**src/rtl/i_memory_loader.sv**
```systemverilog
// rtl/i_memory_loader.sv - program-loadable instruction memory with pipelined fetch port
// Loads words over a valid/ready stream, zero-fills the tail, then serves fetches.
module i_memory_loader #(
  parameter int ISIZE     = 16,
  parameter int MEM_SPACE = 8,
  parameter int READ_LAT  = 1
) (
  input  logic                 clk,
  input  logic                 rst_n,
  input  logic                 load_start,
  input  logic                 load_valid,
  input  logic [ISIZE-1:0]     load_data,
  input  logic                 load_last,
  output logic                 load_ready,
  output logic                 busy,
  output logic                 ready,
  output logic [MEM_SPACE:0]   load_count,
  output logic                 load_err,
  input  logic                 fetch_en,
  input  logic                 stall,
  input  logic [MEM_SPACE-1:0] address,
  output logic [ISIZE-1:0]     data_out,
  output logic                 data_valid
);
  localparam int DEPTH = 2**MEM_SPACE;
  localparam logic [1:0] S_IDLE  = 2'd0;
  localparam logic [1:0] S_LOAD  = 2'd1;
  localparam logic [1:0] S_CLEAR = 2'd2;
  localparam logic [1:0] S_READY = 2'd3;
  localparam logic [MEM_SPACE:0]   FULL_CNT = {1'b1, {MEM_SPACE{1'b0}}};
  localparam logic [MEM_SPACE-1:0] LAST_WP  = {MEM_SPACE{1'b1}};

  logic [1:0]           state_q, state_d;
  logic [MEM_SPACE-1:0] wp_q, wp_d;
  logic [MEM_SPACE:0]   count_q, count_d;
  logic                 err_q, err_d;
  logic                 wr_en;
  logic [ISIZE-1:0]     wr_data;
  logic [ISIZE-1:0]     mem [DEPTH];
  logic                 wp_at_end, flush, issue;
  logic [ISIZE-1:0]     rd_data_q;
  logic                 rd_valid_q;

  assign wp_at_end = (wp_q == LAST_WP);

  always_comb begin
    state_d = state_q;
    wp_d    = wp_q;
    count_d = count_q;
    err_d   = err_q;
    wr_en   = 1'b0;
    wr_data = load_data;
    case (state_q)
      S_IDLE, S_READY: begin
        if (load_start) begin
          state_d = S_LOAD;
          wp_d    = '0;
          count_d = '0;
          err_d   = 1'b0;
        end
      end
      S_LOAD: begin
        if (load_valid) begin
          wr_en = 1'b1;
          if (count_q != FULL_CNT) count_d = count_q + 1'b1;
          // The final slot ends the load either way; without last it is an overflow.
          if (wp_at_end) begin
            state_d = S_READY;
            err_d   = ~load_last;
          end else begin
            wp_d = wp_q + 1'b1;
            if (load_last) state_d = S_CLEAR;
          end
        end
      end
      S_CLEAR: begin
        wr_en   = 1'b1;
        wr_data = '0;
        if (wp_at_end) state_d = S_READY;
        else           wp_d    = wp_q + 1'b1;
      end
      default: state_d = S_IDLE;
    endcase
  end

  always_ff @(posedge clk or negedge rst_n) begin
    if (!rst_n) begin
      state_q <= S_IDLE;
      wp_q    <= '0;
      count_q <= '0;
      err_q   <= 1'b0;
    end else begin
      state_q <= state_d;
      wp_q    <= wp_d;
      count_q <= count_d;
      err_q   <= err_d;
    end
  end

  always_ff @(posedge clk) begin
    if (wr_en) mem[wp_q] <= wr_data;
  end

  // A new load from READY discards anything in flight, even under stall.
  assign flush = load_start & (state_q == S_READY);
  assign issue = fetch_en & (state_q == S_READY) & ~stall;

  always_ff @(posedge clk or negedge rst_n) begin
    if (!rst_n) begin
      rd_data_q  <= '0;
      rd_valid_q <= 1'b0;
    end else if (flush) begin
      rd_valid_q <= 1'b0;
    end else if (!stall) begin
      rd_valid_q <= issue;
      if (issue) rd_data_q <= mem[address];
    end
  end

  generate
    if (READ_LAT == 2) begin : g_lat2
      logic [ISIZE-1:0] out_data_q;
      logic             out_valid_q;
      always_ff @(posedge clk or negedge rst_n) begin
        if (!rst_n) begin
          out_data_q  <= '0;
          out_valid_q <= 1'b0;
        end else if (flush) begin
          out_valid_q <= 1'b0;
        end else if (!stall) begin
          out_data_q  <= rd_data_q;
          out_valid_q <= rd_valid_q;
        end
      end
      assign data_out   = out_data_q;
      assign data_valid = out_valid_q;
    end else begin : g_lat1
      assign data_out   = rd_data_q;
      assign data_valid = rd_valid_q;
    end
  endgenerate

  assign load_ready = (state_q == S_LOAD);
  assign busy       = (state_q == S_LOAD) | (state_q == S_CLEAR);
  assign ready      = (state_q == S_READY);
  assign load_count = count_q;
  assign load_err   = err_q;
endmodule

```
**config.mk**
```make
export PLATFORM = sky130hd
export DESIGN_NAME = i_memory_loader
export DESIGN_NICKNAME = d
export VERILOG_FILES = /design/src/rtl/i_memory_loader.sv
export SDC_FILE = /design/constraint.sdc
export NUM_CORES = 2
export LEC_CHECK = 0
export ABC_AREA = 1
export CAP_MARGIN = 0
export CORE_ASPECT_RATIO = 0.75
export CORE_MARGIN = 2
export CORE_UTILIZATION = 53
export CTS_BUF_LIST = sky130_fd_sc_hd__clkbuf_8
export CTS_CLUSTER_SIZE = 28
export DETAILED_ROUTE_END_ITERATION = 10
export MAX_ROUTING_LAYER = met4
export PLACE_DENSITY = 0.66
export SYNTH_ARGS = -nofsm -noshare
export SYNTH_HDL_FRONTEND = slang
export SYNTH_SLANG_ARGS = --single-unit
```
**constraint.sdc**
```tcl
create_clock -name clk -period 11.25 [get_ports clk]
set_input_delay 3.375 -clock clk [delete_from_list [all_inputs] [get_ports clk]]
set_output_delay 3.375 -clock clk [all_outputs]
set_load 0.005 [all_outputs]
```
==> flow_summary.ini <==
[outcome]
status = completed

[pwr]
finalPower_mw = 32.67
ir_drop_v = 0.0003344
p_per_area_nw_per_um2 = 179.1
p_leak_nw = 64.31

[layout]
nFillCells = 24820
fin_area_sq_um = 182400
layout-drive-gt1-share_pct = 8.208
nNetsFinal = 13910
area.growth.synth_to_final_pct = 9.153

[sta]
setup_viol = 0
hold_viol = 0
clock_skew_ps = 64.05
rsz0062_at_grt = false
setup_slack_ps = 4735
period_needed_ps = 6515
maxSlewViolCount = 0
tightest_slew_ps = 1349
period_share_pct = 57.92
final.setup.tns_ps = 0
max_slew_margin_pct = 10.10
max_freq_ghz = 0.1535

[die]
ios = 61
die-area_sq_um = 319800
die_h_microns = 490.3
start_util_pct = 53.28
coreArea_sq_um = 313600
num_rows = 178
die_w_microns = 652.3

[synthesis]
yosysWarnings = 0
ys_seq_elements = 4133
yosysTopAreaCell = edfxtp_1
synth_area_sq_um = 167100
synth_top_family_by_area = simple AND/OR/NAND/NOR gates
async_flop_share_pct = 0.8952
ys_seq_area_share_pct = 74.17
synth_top_area_share_pct = 73.62
post_synth.cell_area_avg_sq_um = 12.15
yosys-top-cells-area = edfxtp_1 (74%), nand3_1 (12%), nand2_1 (9.4%)
synth_cell_types = 32
synth_xor_area_share_pct = 0.005242
synthSimpleGateAreaFrac_pct = 22.38
ys_dominant_reg_cell = edfxtp_1
synth_fp_nets = 13790
synth_compound_area_share_pct = 0.09361
synthMuxAreaShare_pct = 0
synth_edf_count = 4096
syn_inst = 13750
synth_fa_ha_area_share_pct = 0.06740

[min_path]
min_path_type = flop to flop

[global_route]
grt_pass1_vias = 106100
grt_max_degree = 203
grtUsageTotal_pct = 30.10
grt_pass1_wl_microns = 696400
overflow = 0
antenna_found_initial = 22

[critical_path]
startpoint_type = input port
crit_family = simple AND/OR/NAND/NOR gates
cp-end-kind = flop
path_max_fanout = 202
worst-endpoint-arrival_ps = 7530
max_stage_delay_ps = 610
worstSetupPathType = input port to flop
crit_buf_inv = 3
path_cells = buf_16 -> inv_16 -> buf_12 -> nand2_1 -> nand3_1 -> nand3_1 -> nand3_1 -> nand3_1 -> nand3_1 -> nand3_1 -> nand3_1 -> nand3_1 -> nand2_1
rrSetupSlack_ps = 6370
cp_common_cell = nand3_1
slowest_stage = nand3_1
cp.required_ps = 12260

[place]
dp_slack_ps = 3854
port_buffers = 60
dp_hpwl_microns = 252400
placed_area_sq_um = 171400
gp_congestion = 0.9121

[detailed_routing]
routed_wl_microns = 476300
drc_errors = 0
wl_per_cell_microns = 25.78
dr.pass1.iters = 8
ant_nets = 0
first_iter_violations = 16800
num_vias = 111800
viasPerCell = 6.051

[cts]
hold_buffers = 0
clk_pin_slew_ps = 70
postCtsSetupRepairBufs = 0
cts_resized = 0
cts_tree = yes
cts.sinks = 4133
clock_latency_ps = 1090
cts_root_buf = clkbuf_8
cts_buffers = 615
htreeDepth = 6
clk_path_buf_depth = 4

[run]
max_cap_viol_count = 0
==> worst register-to-register path: stages (launching register included) <==
cell and delay, ps:
dfrtp_1 400, inv_1 100, ha_2 770, inv_1 210, a21oi_2 910, nand4_1 710, buf_8 390, nor2_1 1010
==> cell usage in the layout (no fill, tap or decap), types with 16 or more instances in the layout <==
master,n
buf_12,47
buf_4,331
clkbuf_8,632
clkdlybuf4s50_1,53
clkinv_1,127
clkinv_2,35
clkinvlp_4,24
dfrtp_1,37
diode_2,20
edfxtp_1,4096
inv_1,260
nand2_1,4169
nand3_1,4086
nor2_1,250
nor2_2,22
nor2_4,16
==> power breakdown <==
part / switching (mW) / internal, mW / leakage (nW)
logic: 2.77 / 0.614 / 20.6
registers: 0.104 / 17.9 / 37.4
clock network: 5.76 / 5.51 / 6.29
==> Yosys cell counts, drive strengths merged, types with 6 or more instances <==
cell type	n
a21oi	8
buf	820
clkbuf	122
dfrtp	37
edfxtp	4096
ha	9
inv	59
nand2	4170
nand3	4094
nand4	12
nor2	288
nor3	8
nor3b	6
o21ai	14
==> per-stage QoR <==
stage	cells	hold WS, ps	util, %
floorplan	13750	472.6	-
global placement	17390	514.2	54.63
detailed placement	17400	539.8	54.67
CTS	18460	554.4	58.14
global route	18470	595.9	58.16
finish	18480	554.1	58.16
==> flip-flops by register name, summed over array words and instances (netlist names) <==
name        count
mem          4096
data_out       16
load_count      9
wp_q            8
state_q         2
data_valid      1
load_err        1
==> area by class of cell <==
type / count / area [sq um] / share of cell area [%]
Antenna cell: 20 / 50.05 / 0.02744
Clock buffer: 632 / 8698 / 4.769
Clock inverter: 428 / 2200 / 1.206
Inverter: 59 / 271.5 / 0.1489
Multi-Input combinational cell: 8617 / 37890 / 20.78
Sequential cell: 4133 / 123900 / 67.95
Tap cell: 4140 / 5180 / 2.840
Timing Repair Buffer: 446 / 4159 / 2.280
==> final timing paths <==
check	to	from	depth (start not counted)
setup / recovery	data_out[0]	address[0]	13
hold / removal	load_err	load_err	2
setup reg to reg	mem[43][7]	state_q[0]	7
hold reg to reg	load_err	load_err	2
max in group asynchronous	data_out[11]	rst_n	1
min in group asynchronous	load_count[4]	rst_n	1
==> metal layers <==
layer / share of wire (%) / track usage (%)
met2: 43 / 41.98
met3: 13 / 7.787
met1: 41 / 43.07
met5: 0 / -
met4: 3.4 / 10.33
==> logic make-up (layout without fill, tap and decap cells) <==
family	after synthesis	in the layout
AND/OR/NAND/NOR	8580	8580
other	0	20
XOR/XNOR	1	1
flip-flops	4133	4133
buffers and inverters	1001	1565
adder cells (fa/ha/maj)	9	9
AO/OA/AOI/OAI	27	27
No activity file was read; power rests on OpenSTA's default activity.
